### config.mk
export PLATFORM = sky130hd
export DESIGN_NAME = frame_buf_writer
export DESIGN_NICKNAME = d
export VERILOG_FILES = /design/src/rtl/fbw_pkg.sv /design/src/rtl/fbw_pix_fmt.sv /design/src/rtl/frame_buf_writer.sv
export SDC_FILE = /design/constraint.sdc
export NUM_CORES = 1
export LEC_CHECK = 0
export BUFFER_PORTS_ARGS = -buffer_cell sky130_fd_sc_hd__buf_2
export CORE_UTILIZATION = 25
export DETAILED_ROUTE_END_ITERATION = 7
export PLACE_DENSITY_LB_ADDON = 0.25
export SETUP_SLACK_MARGIN = 0.3
export SLEW_MARGIN = 20
export SYNTH_ARGS = -nofsm -noshare
export SYNTH_HDL_FRONTEND = slang
export SYNTH_HIERARCHICAL = 1
export SYNTH_SLANG_ARGS = --single-unit
### constraint.sdc
create_clock -name clk -period 5.35 [get_ports clk]
set_clock_uncertainty 0.15 [all_clocks]
set_input_delay 0.2675 -clock clk [delete_from_list [all_inputs] [get_ports clk]]
set_output_delay 0.2675 -clock clk [all_outputs]
set_load 0.1 [all_outputs]
### src/rtl/fbw_pkg.sv
// Shared types and defaults for the frame buffer writer.
// Macro RGB565_TO_444_EN selects a 16-bit RGB565 pixel input instead of 12-bit RGB444.
package fbw_pkg;

  localparam int FRAME_PIXELS_DEF = 120000;
  localparam int ADDR_W_DEF       = 19;
  localparam int PIX_OUT_W        = 12;

`ifdef RGB565_TO_444_EN
  localparam int PIX_IN_W = 16;
`else
  localparam int PIX_IN_W = 12;
`endif

  typedef enum logic {
    WAIT_SOF = 1'b0,
    WRITE    = 1'b1
  } fbw_state_t;

endpackage

### src/rtl/fbw_pix_fmt.sv
// Combinational pixel-format conversion to RGB444.
// Macro RGB565_TO_444_EN keeps the top 4 bits of each RGB565 channel; otherwise pass-through.
module fbw_pix_fmt
  import fbw_pkg::*;
(
  input  logic [PIX_IN_W-1:0]  pix_in,
  output logic [PIX_OUT_W-1:0] pix_out
);

`ifdef RGB565_TO_444_EN
  logic unused_lsbs;
  assign unused_lsbs = ^{pix_in[11], pix_in[6:5], pix_in[0]};
  assign pix_out     = {pix_in[15:12], pix_in[10:7], pix_in[4:1]};
`else
  assign pix_out = pix_in;
`endif

endmodule

### src/rtl/frame_buf_writer.sv
// Writes a pixel stream into a double-buffered BRAM frame store and flips banks per frame.
// Macro RGB565_TO_444_EN widens s_data to 16-bit RGB565 (converted in fbw_pix_fmt).
module frame_buf_writer
  import fbw_pkg::*;
#(
  parameter int FRAME_PIXELS = FRAME_PIXELS_DEF,
  parameter int ADDR_W       = ADDR_W_DEF
) (
  input  logic                 clk,
  input  logic                 rst_n,
  input  logic                 s_valid,
  output logic                 s_ready,
  input  logic                 s_sof,
  input  logic [PIX_IN_W-1:0]  s_data,
  output logic                 bram_we,
  output logic [ADDR_W-1:0]    bram_addr,
  output logic [PIX_OUT_W-1:0] bram_din,
  output logic                 disp_bank,
  output logic                 frame_done,
  output logic                 err_short,
  output logic                 err_long
);

  localparam logic [ADDR_W-1:0] IDX_LAST   = ADDR_W'(FRAME_PIXELS - 1);
  localparam logic [ADDR_W-1:0] BANK1_BASE = ADDR_W'(FRAME_PIXELS);

  fbw_state_t           state, state_n;
  logic                 wr_bank, wr_bank_n, disp_bank_n;
  logic [ADDR_W-1:0]    pix_idx, pix_idx_n;
  logic                 long_armed, long_armed_n;
  logic                 accept;
  logic                 do_write;
  logic [ADDR_W-1:0]    wr_idx;
  logic                 we_d, done_d, err_short_d, err_long_d;
  logic [ADDR_W-1:0]    addr_d;
  logic [PIX_OUT_W-1:0] din_d, pix_fmt;

  assign s_ready = rst_n;
  assign accept  = s_valid & s_ready;

  fbw_pix_fmt u_pix_fmt (
    .pix_in  (s_data),
    .pix_out (pix_fmt)
  );

  always_comb begin
    state_n      = state;
    wr_bank_n    = wr_bank;
    disp_bank_n  = disp_bank;
    pix_idx_n    = pix_idx;
    long_armed_n = long_armed;
    do_write     = 1'b0;
    wr_idx       = pix_idx;
    we_d         = 1'b0;
    addr_d       = bram_addr;
    din_d        = bram_din;
    done_d       = 1'b0;
    err_short_d  = 1'b0;
    err_long_d   = 1'b0;

    if (accept) begin
      unique case (state)
        WAIT_SOF: begin
          if (s_sof) begin
            do_write     = 1'b1;
            wr_idx       = '0;
            long_armed_n = 1'b0;
          end else if (long_armed) begin
            err_long_d   = 1'b1;
            long_armed_n = 1'b0;
          end
        end
        WRITE: begin
          do_write = 1'b1;
          // A premature sof restarts the current bank rather than flipping it.
          if (s_sof && (pix_idx != '0)) begin
            err_short_d = 1'b1;
            wr_idx      = '0;
          end
        end
        default: ;
      endcase
    end

    if (do_write) begin
      we_d   = 1'b1;
      addr_d = (wr_bank ? BANK1_BASE : '0) + wr_idx;
      din_d  = pix_fmt;
      if (wr_idx == IDX_LAST) begin
        done_d       = 1'b1;
        disp_bank_n  = wr_bank;
        wr_bank_n    = ~wr_bank;
        pix_idx_n    = '0;
        long_armed_n = 1'b1;
        state_n      = WAIT_SOF;
      end else begin
        pix_idx_n = wr_idx + 1'b1;
        state_n   = WRITE;
      end
    end
  end

  always_ff @(posedge clk or negedge rst_n) begin
    if (!rst_n) begin
      state      <= WAIT_SOF;
      wr_bank    <= 1'b1;
      disp_bank  <= 1'b0;
      pix_idx    <= '0;
      long_armed <= 1'b0;
      bram_we    <= 1'b0;
      bram_addr  <= '0;
      bram_din   <= '0;
      frame_done <= 1'b0;
      err_short  <= 1'b0;
      err_long   <= 1'b0;
    end else begin
      state      <= state_n;
      wr_bank    <= wr_bank_n;
      disp_bank  <= disp_bank_n;
      pix_idx    <= pix_idx_n;
      long_armed <= long_armed_n;
      bram_we    <= we_d;
      bram_addr  <= addr_d;
      bram_din   <= din_d;
      frame_done <= done_d;
      err_short  <= err_short_d;
      err_long   <= err_long_d;
    end
  end

endmodule

---- After elaboration in Yosys (flattened, before gate mapping) ----
Index checks and enable logic that the tools add are counted.
word-level totals
  output and inout bits ................... 37
  logic and storage cells ................. 44
  register bits after elaboration ......... 58
  input bits .............................. 16
cells by class
  mux-type cells .......................... 24
  add/sub/neg operators ................... 2
  bitwise operators ....................... 3
  reduce and logical (&&, ||, !) cells .... 3
  equal/unequal tests ..................... 1
operators by type and width
  operator               count
  $mux 19                4
  $pmux 19 s2            1
  $add 17x19->19         1
  $add 19x1->19 const B  1
  $eq 19x17->1 const B   1
  $reduce_bool 19->1     1
  $mux 1                 17
  $mux 17                1
  $not 1->1              2
  $pmux 1 s2             1
  $reduce_and 2->1       1
  $and 1x1->1            1
  $logic_and 1x1->1      1

---- Depth between registers and ports, before layout ----
Gate-level depths: netlist (run 1).
  depth after elaboration ................. 8
  depth in mapped cells ................... 14
  depth with buffers taken out ............ 11

---- By module ----
Netlist (run 1), hierarchy kept.
by module, submodules not included
  module            cells an instance  times used  seq. area each (um2)  area an instance (um2)
  frame_buf_writer  347                1           1452.6                3138.0
  fbw_pix_fmt       12                 1           0.0                   90.1

---- Worst setup path after synthesis (run 1) ----
OpenSTA, ideal clock, no wires.
  kind .................................... reg-to-reg
  start point ............................. reg pix_idx[9]
  end point ............................... reg bram_addr[15]
  buffers on the path ..................... 2
  stages on the path, launching flop included .. 14
  arrival time ............................ 3.158 ns
  setup slack ............................. 1.908 ns
  period minus slack after synthesis ...... 3.442 ns
  library setup time ...................... 0.134 ns
  required time ........................... 5.066 ns
  path through ............................ dfrtp_1 buf_6 or4_4 nor4_4 a21o_4 buf_2 and2_1 ha_1 a21o_1 and4_1 o31a_1 a41oi_1 xor2_1 o21ai_0
between the ends
  word-level cells in the longest chain between the ends .. 6
  elaborated cells between the ends (all ways) .. 7
  those cells by class .................... add/sub (1); mux (4); reduce/logical (2)
RTL lines
  element                 line                     text
  from (decl)             frame_buf_writer.sv:29   logic [ADDR_W-1:0] pix_idx, pix_idx_n;
  from (signal assigned)  frame_buf_writer.sv:120  pix_idx <= pix_idx_n;
  $reduce_bool 19->1      frame_buf_writer.sv:76   if (s_sof && (pix_idx != '0)) begin
  $logic_and 1x1->1       frame_buf_writer.sv:76
  $mux 19                 frame_buf_writer.sv:76
  $pmux 19 s2             frame_buf_writer.sv:62   unique case (state)
  $mux 19 (*)             frame_buf_writer.sv:61   if (accept) begin
  $add 17x19->19 (*)      frame_buf_writer.sv:87   addr_d = (wr_bank ? BANK1_BASE : '0) + wr_idx;
  to (signal assigned)    frame_buf_writer.sv:123  bram_addr <= addr_d;
  to (decl)               frame_buf_writer.sv:16   output logic [ADDR_W-1:0] bram_addr,
Mark *: on every way between the ends. The rest lies on a longest branch, timed or not.
A chain may end at the register's enable or synchronous reset.

---- Worst setup path in the final report (run 1) ----
  start point ............................. reg pix_idx[8]
  end point ............................... reg pix_idx[18]
between the ends
  word-level cells in the longest chain between the ends .. 7
  elaborated cells between the ends (all ways) .. 9
  those cells by class .................... add/sub (1); eq/ne (1); mux (5); reduce/logical (2)
RTL lines
  element                                        line                                            text
  $reduce_bool 19->1 (*)                         frame_buf_writer.sv:76
  $logic_and 1x1->1 (*)                          frame_buf_writer.sv:76
  $mux 19 (*)                                    frame_buf_writer.sv:76
  $pmux 19 s2 (*)                                frame_buf_writer.sv:62
  $mux 19 (*)                                    frame_buf_writer.sv:61
  net wr_idx[0]                                  frame_buf_writer.sv:33                          logic [ADDR_W-1:0] wr_idx;
  $add 19x1->19 or $eq 19x17->1 (tied branches)  frame_buf_writer.sv:97, frame_buf_writer.sv:89
  $mux 19 (*)                                    frame_buf_writer.sv:89                          if (wr_idx == IDX_LAST) begin
The timed path passes the listed nets; every way through them passes the cells marked *.

==> results of run 1 <==
==> layout by cell type, fill, tap and decap left out, types with 4 or more instances in the layout <==
cell,n
a21o_1,7
a21oi_1,4
a31oi_1,4
and2_1,8
and3_1,9
buf_2,52
clkbuf_16,9
clkbuf_8,4
dfrtp_1,57
dlygate4sd3_1,12
ha_1,8
inv_1,5
nand2_1,82
nand3_1,14
nand4_1,8
nor2_1,10
nor3_1,10
nor4_1,4
o211ai_1,4
o21ai_0,29
o31ai_1,7
o41ai_1,4
xor2_1,7
==> power breakdown <==
part | internal (µW) | switching [µW]
Clock | 411 | 204
Combinational | 82.0 | 370
Sequential | 492 | 48.3
==> routing by layer <==
layer / up-vias / global-route usage
met5: - / 0
met1: 1306 / 0.1858
li1: 1343 / -
met4: 0 / 0.04957
met3: 12 / 0.04079
met2: 82 / 0.2048
==> layout make-up <==
type,count,area (µm²)
fill,1345,8658
multi-input combinational,260,1543
sequential,58,1453
timing repair buffer,67,402.9
clock buffer,13,280.3
tap,172,215.2
clock inverter,3,45.04
inverter,6,22.52
==> stage by stage <==
step | util | hold slack (ns)
after floorplan | - | -0.1781
after global placement | 0.2786 | 0.2975
after detailed placement | 0.2786 | 0.3022
after CTS | 0.3139 | 0.02292
after global routing | 0.3139 | 0.05028
final | 0.3139 | 0.03308
==> registers in the layout (all words and copies together) (netlist names) <==
name and flops:
disp_bank 1, wr_bank 1, state 1, long_armed 1, bram_addr 19, err_short 1, err_long 1, bram_din 12
bram_we 1, frame_done 1, pix_idx 19
==> final timing paths <==
path | startpoint | endpoint | slack [ns] | cells after the start
worst max-delay path | pix_idx[8] | pix_idx[18] | 1.31 | 11
worst min-delay path | s_sof | bram_addr[3] | 0.03 | 2
worst max register to register | pix_idx[8] | pix_idx[18] | 1.31 | 11
worst min register to register | bram_addr[5] | bram_addr[5] | 0.31 | 2
max in group asynchronous | rst_n | bram_din[4] | 4.47 | 2
min in group asynchronous | rst_n | pix_idx[0] | 0.07 | 2
==> cell families (layout without fill, tap and decap cells) <==
logic type               after synthesis  after routing  synth area share
AO/OA/AOI/OAI                         76             76            0.1578
XOR/XNOR                               9              9           0.02442
adder cells (fa/ha/maj)                9              9           0.03721
buffers and inverters                 41             89           0.07209
flip-flops                            58             58            0.4500
multiplexers                           3              3           0.01046
AND/OR/NAND/NOR                      163            163            0.2481
==> metrics.yaml, run 1 <==
dpl_worst_slack_ns: 1.349
path_max_fanout: 31
rsz0062_at_grt: "false"
drv_cap: 0
ys.flop_type: "dfrtp_1"
outcome: "finished, final reports clean"
num_rows: 41
cp.required_ns: 5.40
start_util: 0.2558
synth_seq_area_share: 0.4500
cts_made_buffers: 9
grt_max_degree: 62
period_minus_slack_ns: 4.036
yosysUniqueCellTypes: 56
layout-drive-gt1-share: 0.2088
insertion_delay_ns: 0.33
cpPeakStageDelay_ns: 0.69
final_nets: 427
dp.cells: 551
h-tree-depth: 3
synth_top_cell_area_share: 0.4419
drtIter0Drc: 223
grt_pass1_vias: 2680
synth_edf_count: 0
finalSetupTns_ns: 0
ys_ff_latch: 58
clk_pin_slew_worst_paths_ns: 0.05
syn2layout_area_growth_pct: 22.71
dr_total_vias: 2743
holdCritPathClass: "in -> reg"
gp_congestion: 0.8200
post-dp-hpwl_mm: 5.440
wl_met3_um: 478
final_hold_viol_count: 0
wl_met1_mm: 3.861
synth_common_cells: "nand2_1 (82), dfrtp_1 (57), o21ai_0 (29)"
yosysTopAreaCell: "dfrtp_1"
antenna_found_initial: 0
clock_path_buffers: 2
port_buffers: 52
worst_setup_path_start_kind: "flip-flop"
overflow: 0
dr.pass1.iters: 4
finalMaxSlewViolations: 0
synth_area_leaders: "dfrtp_1 (44%), nand2_1 (9.5%), o21ai_0 (4.5%), ha_1 (3.1%), buf_4 (3.0%)"
top_layer_used: "met4"
grt_pass1_wl_mm: 13.89
setup_ws_ns: 1.314
relSlewSlack: 0.4818
fin_cells: 579
p_total_uw: 1607
worst_pin_slew_ns: 0.7773
yosysMostFrequentCell: "nand2_1"
pin_count: 53
p_per_area_mw_per_mm2: 405.6
drt_wl_total_mm: 8.194
finish.instance_area_mm2: 0.003961
die_w_um: 115.6
cts.sinks: 58
design.die.area_mm2: 0.01337
n_antenna_cell: 0
fmax_mhz: 247.7
ir_drop_mv: 0.1681
via_per_inst: 4.737
setup_violations: 0
critPathCaptureType: "flip-flop"
place_area_mm2: 0.003516
period_share: 0.7545
leakage_uw: 0.001890
path_buf_inv: 0
crit_chain: "or4_4 > nor4_4 > a21o_4 > and2_1 > ha_1 > nand3_1 > nor4_1 > and3_1 > a32oi_1 > o211ai_1 > o31ai_1"
syn_inst: 359
drcViolationCount: 0
synthesis.area_mm2: 0.003228
synth_nets: 384
core_mm2: 0.01262
track_usage: 0.1365
ctsResizeCount: 0
arrival_ns: 4.09
avgSynthCellArea_um2: 8.992
cts_tree: "done"
drtAntennaViolNets: 0
ctsHoldBuffers: 12
critPathKind: "reg -> reg"
cts_setup_buffers: 0
die_y_um: 115.6
crit_family: "simple AND/OR/NAND/NOR gates"
wl_per_cell_um: 14.15
async_reset_ff_frac: 1.000
wl_met2_mm: 3.714
yosysWarnings: 6
slowest_stage: "nor4_1"
cts_root_buffer: "clkbuf_16"
Power figures use the tool's default switching activity.
==> run 2, diff against run 1 <==
- clock period: 5.35 -> 4.01 ns (I/O delays scaled with it)
==> metrics.yaml, run 2 (same netlist as run 1, synthesis figures left out) <==
n_fill_cell: 1356
via_per_inst: 4.803
dr_total_vias: 2824
critPathKind: "reg -> reg"
final_common_cell: "nand2_1"
violations: "negative hold slack"
wl_per_cell_um: 14.03
grt_pass1_wl_mm: 13.48
period_share: 0.8748
drv_cap: 0
finalSetupTns_ns: 0
insertion_delay_ns: 0.33
worst_pin_slew_ns: 0.7836
syn2layout_area_growth_pct: 23.99
cts_tree: "done"
finalMaxSlewViolations: 0
setup_violations: 0
p_per_area_mw_per_mm2: 521.3
arrival_ns: 3.54
path_max_fanout: 10
antenna_found_initial: 0
timing.hold.ws_ns: -0.02818
die_y_um: 115.6
holdCritPathClass: "in -> async"
dpl_worst_slack_ns: 0.4600
die_w_um: 115.6
dr.pass1.iters: 4
grt_max_degree: 63
final_hold_viol_count: 57
core_mm2: 0.01262
grt_pass1_vias: 2782
pin_count: 53
design.die.area_mm2: 0.01337
leakage_uw: 0.001928
drcViolationCount: 0
clock_path_buffers: 2
post-dp-hpwl_mm: 5.558
gp_congestion: 0.8079
start_util: 0.2558
fmax_mhz: 285.1
layout-drive-gt1-share: 0.2260
relSlewSlack: 0.4776
critPathCaptureType: "flip-flop"
cp.required_ns: 4.05
final_cell_mix: "nand2_1 (82), dfrtp_1 (57), buf_2 (52)"
n_antenna_cell: 0
dp.cells: 558
num_rows: 41
overflow: 0
h-tree-depth: 3
ir_drop_mv: 0.2736
port_buffers: 52
rsz0062_at_grt: "false"
drtIter0Drc: 216
cts_root_buffer: "clkbuf_16"
r2r_cells: 11
cts.sinks: 58
drt_wl_total_mm: 8.247
track_usage: 0.1315
fin_cells: 588
setup_ws_ns: 0.5019
outcome: "finished with violations"
period_minus_slack_ns: 3.508
final_nets: 436
worst_setup_path_start_kind: "flip-flop"
cts_made_buffers: 9
drtAntennaViolNets: 0
top_regs: "bram_addr: 19 flops, pix_idx: 19 flops, bram_din: 12 flops"
clk_pin_slew_worst_paths_ns: 0.06
[run 2: cell types whose count changed in the layout (fill, tap and decap cells not counted)]
cell | before | now
and4_1 | 2 | 1
and4_2 | 0 | 1
buf_4 | 3 | 11
clkbuf_8 | 4 | 0
clkinv_2 | 0 | 3
clkinv_4 | 0 | 2
clkinvlp_4 | 2 | 1
dlygate4sd3_1 | 12 | 13
[run 2: metrics by stage]
| stage | util | cell area, µm² | hold WS, ns | total power, µW |
|---|---|---|---|---|
| detailed placement | 0.2828 | 3568 | 0.2456 | 1328 |
| global placement | 0.2828 | 3568 | 0.2416 | 1325 |
| floorplan | - | 3228 | -0.2451 | 1215 |
| CTS | 0.3165 | 3994 | 0.002265 | 2106 |
| global route | 0.3172 | 4003 | 0.05957 | 2181 |
| finish | 0.3172 | 4003 | -0.02818 | 2087 |
[run 2: what timing repair did]
action | in CTS | in global routing
setup endpoints to repair | 0 | 3
endpoints found under the hold margin | 13 | 0
hold buffers | 13 | 0
gates resized for setup | 0 | 1
buffers inserted | 0 | 1
[run 2: layout make-up]
class,instances,area [µm²],share of cell area
clock inverter,7,70.07,0.01751
timing repair buffer,76,473.0,0.1182
clock buffer,9,225.2,0.05627
multi-input combinational,260,1544,0.3857
tap,172,215.2,0.05377
inverter,6,22.52,0.005627
sequential,58,1453,0.3629
[run 2: worst paths after layout]
check                        startpoint             to  slack (ns)
setup reg to reg             pix_idx[2]  bram_addr[15]        0.50
setup / recovery             pix_idx[2]  bram_addr[15]        0.50
min in group clk                s_valid       err_long        0.08
max in group asynchronous         rst_n  bram_addr[17]        3.23
hold reg to reg            bram_addr[5]   bram_addr[5]        0.31
hold / removal                    rst_n   bram_addr[5]       -0.03
[run 2: critical path: stages (launching register included)]
cell and delay [ns]:
dfrtp_1 0.45, or4_1 0.59, nor4_4 0.31, a21o_4 0.21
and2_1 0.19, ha_1 0.25, a21o_1 0.17, and4_1 0.23
o31a_1 0.30, a41oi_1 0.26, xor2_1 0.17, o21ai_0 0.08
[run 2: power breakdown]
| group | internal (µW) | switching [µW] | total [µW] |
|---|---|---|---|
| Clock | 479 | 282 | 760 |
| Sequential | 656 | 64.0 | 720 |
| Combinational | 113 | 493 | 606 |
[run 2: metal layers]
layer	share of wire	GRT usage	wire (µm)
met1	0.45	0.1611	3751
met2	0.47	0.2251	3906
met3	0.059	0.03504	488
met4	0.012	0.04188	101
met5	0	0	0
